==> config.mk <==
export PLATFORM = sky130hd
export DESIGN_NAME = mem_arbiter
export DESIGN_NICKNAME = d
export VERILOG_FILES = /design/src/rtl/mem_arbiter.sv
export SDC_FILE = /design/constraint.sdc
export NUM_CORES = 1
export LEC_CHECK = 0
export CORE_UTILIZATION = 47
export DETAILED_ROUTE_END_ITERATION = 8
export PLACE_DENSITY = 0.83
export SYNTH_ARGS = -nofsm -noshare
export SYNTH_HDL_FRONTEND = slang
export SYNTH_SLANG_ARGS = --single-unit
==> constraint.sdc <==
create_clock -name clk_in -period 3.7 [get_ports clk_in]
set_input_delay 0.555 -clock clk_in [delete_from_list [all_inputs] [get_ports clk_in]]
set_output_delay 0.555 -clock clk_in [all_outputs]
set_load 0.005 [all_outputs]
==> src/rtl/mem_arbiter.sv <==
// rtl/mem_arbiter.sv - arbitrates NUM_CH request channels onto the byte-serial RAM/IO bus
module mem_arbiter #(
    parameter int                NUM_CH     = 2,
    parameter int                ARB_MODE   = 1,
    parameter logic [NUM_CH-1:0] FLUSH_MASK = {NUM_CH{1'b1}},
    parameter logic [1:0]        IO_BASE_HI = 2'b11
) (
    input  logic                 clk_in,
    input  logic                 rst_in,
    input  logic                 rdy_in,
    input  logic                 flush_enable,
    input  logic [NUM_CH-1:0]    req_valid,
    input  logic [NUM_CH-1:0]    req_rw,
    input  logic [2*NUM_CH-1:0]  req_width,
    input  logic [NUM_CH-1:0]    req_signed,
    input  logic [32*NUM_CH-1:0] req_addr,
    input  logic [32*NUM_CH-1:0] req_wdata,
    output logic [NUM_CH-1:0]    req_ready,
    output logic [NUM_CH-1:0]    rsp_valid,
    output logic [31:0]          rsp_data,
    input  logic [7:0]           mem_din,
    output logic [7:0]           mem_dout,
    output logic [31:0]          mem_a,
    output logic                 mem_wr,
    input  logic                 io_buffer_full
);
    localparam int PW = (NUM_CH > 1) ? $clog2(NUM_CH) : 1;

    typedef enum logic [1:0] {S_IDLE, S_IO_WAIT, S_XFER, S_DONE} state_t;

    state_t         state_q, state_d;
    logic [PW-1:0]  ptr_q, ptr_d, gnt_q, gnt_d;
    logic           rw_q, rw_d, signed_q, signed_d;
    logic [2:0]     nbytes_q, nbytes_d, idx_q, idx_d;
    logic [31:0]    addr_q, addr_d, wdata_q, wdata_d, data_q, data_d;
    logic [31:0]    a_hold_q, a_comb;
    logic [7:0]     dout_hold_q, dout_comb;
    logic           wr_comb, found, abort, is_io;
    logic [PW-1:0]  pick, ci;
    logic [NUM_CH-1:0] eligible;
    logic [31:0]    wsh, ext;
    logic [1:0]     width_a [NUM_CH];
    logic [31:0]    addr_a  [NUM_CH];
    logic [31:0]    wdata_a [NUM_CH];

    for (genvar c = 0; c < NUM_CH; c++) begin : g_unpack
        assign width_a[c] = req_width[2*c +: 2];
        assign addr_a[c]  = req_addr[32*c +: 32];
        assign wdata_a[c] = req_wdata[32*c +: 32];
    end

    function automatic logic [2:0] width_bytes(input logic [1:0] w);
        case (w)
            2'd0:    return 3'd1;
            2'd1:    return 3'd2;
            default: return 3'd4;
        endcase
    endfunction

    // A flush blocks masked channels from being granted in the same cycle.
    assign eligible = req_valid & ~(flush_enable ? FLUSH_MASK : '0);

    always_comb begin
        found = 1'b0;
        pick  = '0;
        ci    = '0;
        for (int k = 0; k < NUM_CH; k++) begin
            ci = (ARB_MODE == 1) ? PW'((int'(ptr_q) + k) % NUM_CH) : PW'(k);
            if (!found && eligible[ci]) begin
                found = 1'b1;
                pick  = ci;
            end
        end
    end

    assign is_io = (addr_q[17:16] == IO_BASE_HI);
    assign abort = flush_enable && FLUSH_MASK[gnt_q] && !rw_q;
    assign wsh   = wdata_q >> {idx_q[1:0], 3'b000};

    always_comb begin
        state_d   = state_q;
        ptr_d     = ptr_q;
        gnt_d     = gnt_q;
        rw_d      = rw_q;
        signed_d  = signed_q;
        nbytes_d  = nbytes_q;
        idx_d     = idx_q;
        addr_d    = addr_q;
        wdata_d   = wdata_q;
        data_d    = data_q;
        req_ready = '0;
        rsp_valid = '0;
        a_comb    = '0;
        dout_comb = '0;
        wr_comb   = 1'b0;
        if (rdy_in && !rst_in) begin
            case (state_q)
                S_IDLE: if (found) begin
                    req_ready[pick] = 1'b1;
                    gnt_d    = pick;
                    rw_d     = req_rw[pick];
                    signed_d = req_signed[pick];
                    nbytes_d = width_bytes(width_a[pick]);
                    addr_d   = addr_a[pick];
                    wdata_d  = wdata_a[pick];
                    idx_d    = '0;
                    data_d   = '0;
                    if (ARB_MODE == 1)
                        ptr_d = (pick == PW'(NUM_CH - 1)) ? '0 : pick + PW'(1);
                    if (req_rw[pick] && addr_a[pick][17:16] == IO_BASE_HI && io_buffer_full)
                        state_d = S_IO_WAIT;
                    else
                        state_d = S_XFER;
                end
                S_IO_WAIT: if (!io_buffer_full) state_d = S_XFER;
                S_XFER: begin
                    if (idx_q < nbytes_q) begin
                        a_comb    = addr_q + 32'(idx_q);
                        dout_comb = wsh[7:0];
                    end
                    if (rw_q) begin
                        if (!(is_io && io_buffer_full)) begin
                            wr_comb = 1'b1;
                            if (idx_q == nbytes_q - 3'd1) state_d = S_DONE;
                            else                          idx_d   = idx_q + 3'd1;
                        end
                    end else begin
                        // Read bytes land one cycle behind their address.
                        for (int k = 0; k < 4; k++)
                            if (idx_q == 3'(k + 1)) data_d[8*k +: 8] = mem_din;
                        if (abort)                     state_d = S_IDLE;
                        else if (idx_q == nbytes_q)    state_d = S_DONE;
                        else                           idx_d   = idx_q + 3'd1;
                    end
                end
                S_DONE: begin
                    if (!abort) rsp_valid[gnt_q] = 1'b1;
                    state_d = S_IDLE;
                end
                default: state_d = S_IDLE;
            endcase
        end
    end

    always_comb begin
        case (nbytes_q)
            3'd1:    ext = {{24{signed_q & data_q[7]}},  data_q[7:0]};
            3'd2:    ext = {{16{signed_q & data_q[15]}}, data_q[15:0]};
            default: ext = data_q;
        endcase
    end

    // While frozen, the bus shows the last active address so the in-flight byte is re-read on resume.
    assign mem_a    = rst_in ? '0 : (rdy_in ? a_comb : a_hold_q);
    assign mem_dout = rst_in ? '0 : (rdy_in ? dout_comb : dout_hold_q);
    assign mem_wr   = wr_comb;
    assign rsp_data = (!rst_in && state_q == S_DONE && !rw_q) ? ext : '0;

    always_ff @(posedge clk_in) begin
        if (rst_in) begin
            state_q     <= S_IDLE;
            ptr_q       <= '0;
            gnt_q       <= '0;
            rw_q        <= 1'b0;
            signed_q    <= 1'b0;
            nbytes_q    <= 3'd1;
            idx_q       <= '0;
            addr_q      <= '0;
            wdata_q     <= '0;
            data_q      <= '0;
            a_hold_q    <= '0;
            dout_hold_q <= '0;
        end else if (rdy_in) begin
            state_q     <= state_d;
            ptr_q       <= ptr_d;
            gnt_q       <= gnt_d;
            rw_q        <= rw_d;
            signed_q    <= signed_d;
            nbytes_q    <= nbytes_d;
            idx_q       <= idx_d;
            addr_q      <= addr_d;
            wdata_q     <= wdata_d;
            data_q      <= data_d;
            a_hold_q    <= a_comb;
            dout_hold_q <= dout_comb;
        end
    end
endmodule

==> results.toml, run 1 <==
[outcome]
status = "finished, final reports clean"

[die]
die-area_mm2 = 0.0154
io_pins = 228
die_x_um = 124
fp.dieH_um = 124
start_util = 0.482
num_rows = 44
core-area_mm2 = 0.0145

[clock_network]
clock_latency_ns = 0.42
cts_root_buf = "clkbuf_16"
h-tree-depth = 4
cts_tree = "built"
path_clk_slew_ns = 0.06
cts_buffer_depth = 2
cts_buffers = 17
cts_setup_buffers = 0
cts.sinks = 148

[cells_and_area]
utilization = 0.691
final_cells = 1166
finalNetCount = 1134
final_layout_size_suffix_gt1_frac = 0.0795
area_growth_pct = 43.3
fill_cells = 1142

[power]
swShare = 0.247
p_int_uw = 2900
vdd_drop_max_mv = 0.361
power_density_mw_per_mm2 = 383
combinationalPowerShare = 0.124
p_clk_frac = 0.441
power_frac_seq = 0.435
leakage_uw = 0.00383
p_sw_uw = 952

[synth]
synth_seq_area_share = 0.423
avgSynthCellArea_um2 = 9.22
ys_ff_latch = 148
yosys_warnings = 0
ys_types = 54
synth.area.top_cells = "dfxtp_1 42%, a222oi_1 7.6%, nor2_1 7.5%, mux2i_1 7.3%, xnor2_1 3.0%"
yosys-top-cells-count = "148 x dfxtp_1, 140 x nor2_1, 53 x a222oi_1, 51 x mux2i_1, 46 x nand2_1"
synth_cells = 760
synth_area_mm2 = 0.00701
synth_edf_count = 0
yosysMostFrequentCell = "dfxtp_1"
yosys.area.top_type = "dfxtp_1"
synthArstFlopShare = 0
synthFlopType = "dfxtp_1"
synthesis.nets = 926
synth_top_area_share = 0.423

[sta]
slew_viol_final = 0
min_period_ns = 3.60
clock_skew_ns = 0.00560
rsz0062_at_grt = "true"
setup_slack_ns = 0.0996
hold_violations = 0
setup_violations = 0
timing.slew.headroom = 0.396
fmax_ghz = 0.278
period_share = 0.973
tightest_slew_ns = 0.907

[critical_path]
cp-end-kind = "output port"
critPathKind = "flip-flop to output port"
critPathMaxFanout = 23
cp.arrival_ns = 3.05
required_ns = 3.14
start_kind = "flip-flop"

[route]
viasPerCell = 5.76
vias = 6711
drc = 0
dr.pass1.iters = 7
drt-total-wl_um = 20700
wl_per_cell_um = 17.8
drt_iter0_markers = 649
antenna_left = 0

[flow_run]
max-cap-violations = 0

[global_routing]
grtUsageTotal = 0.264
grt_pass1_wl_um = 31000
grt_max_degree = 87
grt_overflow_total = 0
grt_antenna_before_repair = 0
grt_pass1_vias = 6191

[placed_design]
hpwlAfterDp_um = 14900
gp_congestion = 0.938
placedCellCount = 1133
dp_slack_ns = 0.324
port_buffers = 227

[min_path]
hold_path.class = "flip-flop to flip-flop"
## area by class of cell
class                           instances  area, um2  share of cell area
Antenna cell                            1       2.50            0.000249
Clock buffer                           19        433              0.0431
Clock inverter                         13        150              0.0149
Inverter                               15       56.3             0.00561
Multi-Input combinational cell        539       3770               0.375
Sequential cell                       148       2960               0.295
Tap cell                              184        230              0.0229
Timing Repair Buffer                  247       2440               0.243
## cell families (layout without fill, tap and decap cells)
| group | after synthesis | in the layout | share of synthesized area |
|---|---|---|---|
| other | 0 | 1 | 0 |
| XOR/XNOR | 29 | 29 | 0.0382 |
| multiplexers | 62 | 62 | 0.103 |
| flip-flops | 148 | 148 | 0.423 |
| AND/OR/NAND/NOR | 274 | 274 | 0.179 |
| buffers and inverters | 73 | 294 | 0.0477 |
| adder cells (fa/ha/maj) | 15 | 15 | 0.0278 |
| AO/OA/AOI/OAI | 159 | 159 | 0.181 |
## worst paths after layout
kind         slack, ns                  endpoint                startpoint  cells past startpoint
max                0.1                 mem_a[23]  nbytes_q[1]$_SDFFE_PP0P_                      8
min               0.45      a_hold_q[22]$_DFF_P_      a_hold_q[22]$_DFF_P_                      2
max reg2reg       1.41  wdata_q[27]$_SDFFE_PP0P_   state_q[0]$_SDFFE_PP0P_                      6
min reg2reg       0.45      a_hold_q[22]$_DFF_P_      a_hold_q[22]$_DFF_P_                      2
## power groups by stage
stage / combinational, uW / sequential, uW / clock [uW]
after floorplan: 244 / 1690 / 0
after global placement: 464 / 1710 / 0
after detailed placement: 468 / 1710 / 0
after CTS: 472 / 1670 / 1720
after global routing: 512 / 1680 / 1780
final: 477 / 1680 / 1700
## through the flow
stage | hold WS [ns] | setup TNS, ns | area (um2) | total power (uW)
after global placement | 0.446 | 0 | 9410 | 2170
after floorplan | 0.447 | 0 | 7010 | 1940
after global routing | 0.481 | -0.0218 | 10000 | 3970
final | 0.452 | 0 | 10000 | 3850
after detailed placement | 0.455 | 0 | 9410 | 2180
after CTS | 0.470 | 0 | 10000 | 3860
## sequential cells by signal, indices dropped and copies added (netlist names)
| register | count |
|---|---|
| wdata_q | 32 |
| addr_q | 32 |
| dout_hold_q | 8 |
| gnt_q | 1 |
| ptr_q | 1 |
| a_hold_q | 32 |
| signed_q | 1 |
| rw_q | 1 |
| state_q | 2 |
| nbytes_q | 3 |
| idx_q | 3 |
| data_q | 32 |
## repair_timing
| item | 4_1_cts | 5_1_grt |
|---|---|---|
| endpoints found under the setup margin | 13 | 41 |
| hold buffers | 0 | 0 |
| gates resized for setup | 5 | 27 |
## critical path: stages (launching register included)
cell             delay (ns)
dfxtp_1                0.35
inv_1                  0.09
ha_1                   0.32
nor2b_1                0.14
o21a_1                 0.20
or4_4                  0.55
buf_8                  0.19
o21ai_0                0.23
clkdlybuf4s50_1        0.54
## cells in the final DEF, fill, tap and decap left out, types with 16 or more instances in the layout
cell type,count
nand2_1,46
buf_4,19
clkdlybuf4s50_1,223
o21ai_1,18
xnor2_1,24
a222oi_1,53
nor2_1,139
clkbuf_16,17
dfxtp_1,147
mux2i_1,51
and2_1,16
o21a_1,17
## layer usage
metal / GRT usage / wire length (um) / share of wire / vias up
li1: - / - / - / 3210
met1: 0.330 / 8460 / 0.41 / 3106
met2: 0.422 / 9800 / 0.47 / 337
met3: 0.0632 / 1750 / 0.084 / 58
met4: 0.135 / 704 / 0.034 / 0
met5: 0 / 0 / 0 / -
No activity file was read; power rests on OpenSTA's default activity.
==> run 2: changes to the inputs <==
Settings changed: CORE_UTILIZATION 47 to 48, CTS_BUF_LIST set to sky130_fd_sc_hd__clkbuf_8, HOLD_SLACK_MARGIN set to 0.12, PLACE_DENSITY 0.83 to 0.85.
==> run 2 against run 1 <==
Against the previous run: clock power is 29% lower; critical endpoint is now mem_a[28]; wire length down 0.45%; highest routed layer unchanged; critical path depth up 2; cell count is 0.69% lower; utilization up 0.89 points.
==> results.toml, run 2 (synthesis results as in run 1) <==
[outcome]
status = "finished, final reports clean"

[critical_path]
path_delay_family = "buffers and inverters"
r2r_start = "state_q[0]$_SDFFE_PP0P_"
cpPeakStageDelay_ns = 0.54
required_ns = 3.14
critPathKind = "flip-flop to output port"
critPathMaxFanout = 10
cp_cell_sequence = "ha_1, inv_1, fa_1, nor2b_4, o2111ai_1, buf_4, nor4_2, xnor2_1, o21ai_0, clkdlybuf4s50_1"
cp-end-kind = "output port"
ff2ff_setup_slack_ns = 1.36
crit_start = "idx_q[0]$_SDFFE_PP0P_"
start_kind = "flip-flop"
critPathBufInv = 3
slowest_stage = "clkdlybuf4s50_1"
cp.arrival_ns = 3.03

[die]
io_pins = 228
start_util = 0.499
die-area_mm2 = 0.0151
core-area_mm2 = 0.0140
fp.dieH_um = 123
num_rows = 43
die_x_um = 123

[clock_network]
h-tree-depth = 4
cts_tree = "built"
clock_latency_ns = 0.45
path_clk_slew_ns = 0.08
cts_buffers = 17
cts.sinks = 148
cts_buffer_depth = 2
postCtsHoldBufs = 0
cts_root_buf = "clkbuf_8"
cts_setup_buffers = 0

[cells_and_area]
utilization = 0.700
final_layout_size_suffix_gt1_frac = 0.0798
diodes = 0
final_cell_area_mm2 = 0.00983
mostFrequentLayoutCells = "222 x clkdlybuf4s50_1, 146 x dfxtp_1, 139 x nor2_1, 53 x a222oi_1, 51 x mux2i_1"
finalNetCount = 1132
final_common_cell = "clkdlybuf4s50_1"
area_growth_pct = 40.2

[sta]
whs_ns = 0.454
fmax_ghz = 0.279
clock_skew_ns = 0.0124
timing.slew.headroom = 0.443
fin_setup_tns_ns = 0
min_period_ns = 3.58
tightest_slew_ns = 0.835
setup_violations = 0
slew_viol_final = 0
period_share = 0.968
hold_violations = 0

[route]
drt_iter0_markers = 721
drt-total-wl_um = 20600
vias = 6766
antenna_left = 0
dr.pass1.iters = 6
drc = 0
viasPerCell = 5.84
wl_per_cell_um = 17.8

[flow_run]
max-cap-violations = 0

[power]
swShare = 0.260
p_sw_uw = 871
power_density_mw_per_mm2 = 341
p_int_uw = 2480
vdd_drop_max_mv = 0.224
combinationalPowerShare = 0.141
p_clk_frac = 0.360
leakage_uw = 0.00376
power_frac_seq = 0.499

[global_routing]
grt_pass1_wl_um = 31800
grt_antenna_before_repair = 0
grt_overflow_total = 0
grt_pass1_vias = 6276
grtUsageTotal = 0.275
grt_max_degree = 82

[placed_design]
place_area_mm2 = 0.00939
port_buffers = 227
hpwlAfterDp_um = 14700
gp_congestion = 0.876

[min_path]
worstHoldStart = "a_hold_q[26]$_DFF_P_"
hold_path.class = "flip-flop to flip-flop"
==> run 2: metrics by stage <==
stage               power [uW]  instances  worst slack, ns
floorplan                 1940        760            0.628
global placement          2170       1127            0.433
detailed placement        2170       1127            0.372
CTS                       3370       1158        -0.000573
global route              3480       1158          -0.0527
finish                    3350       1158            0.119
==> run 2: what timing repair did <==
item | 4_1_cts | 5_1_grt
setup endpoints to repair | 14 | 56
pin swaps | 0 | 1
resized for setup | 5 | 27
hold endpoints to repair | 0 | 0
==> run 2: final timing paths <==
path	end	depth (start not counted)
setup / recovery	mem_a[28]	10
hold / removal	a_hold_q[26]$_DFF_P_	2
setup reg to reg	wdata_q[10]$_SDFFE_PP0P_	5
hold reg to reg	a_hold_q[26]$_DFF_P_	2
==> run 2: worst min-delay path: stages (launching register included) <==
cell     delay [ns]
dfxtp_1        0.30
nand2_1        0.04
o21ai_1        0.06
==> run 2: power groups by stage <==
stage,sequential (uW),combinational [uW],clock [uW]
global route,1680,511,1290
global placement,1710,459,0
CTS,1670,467,1230
floorplan,1690,244,0
detailed placement,1710,464,0
finish,1670,474,1210
==> run 2: area by class of cell <==
| type | instances | area [um2] |
|---|---|---|
| sequential | 148 | 2970 |
| timing repair buffer | 245 | 2430 |
| fill | 1078 | 4210 |
| inverter | 15 | 56.3 |
| multi-input combinational | 539 | 3780 |
| tap | 180 | 225 |
| clock buffer | 17 | 234 |
| clock inverter | 14 | 140 |
==> run 2: metal layers <==
layer / routed length, um / up-vias / track usage
li1: - / 3215 / -
met1: 8520 / 3175 / 0.349
met2: 9920 / 333 / 0.454
met3: 1640 / 43 / 0.0558
met4: 537 / 0 / 0.111
met5: 0 / - / 0
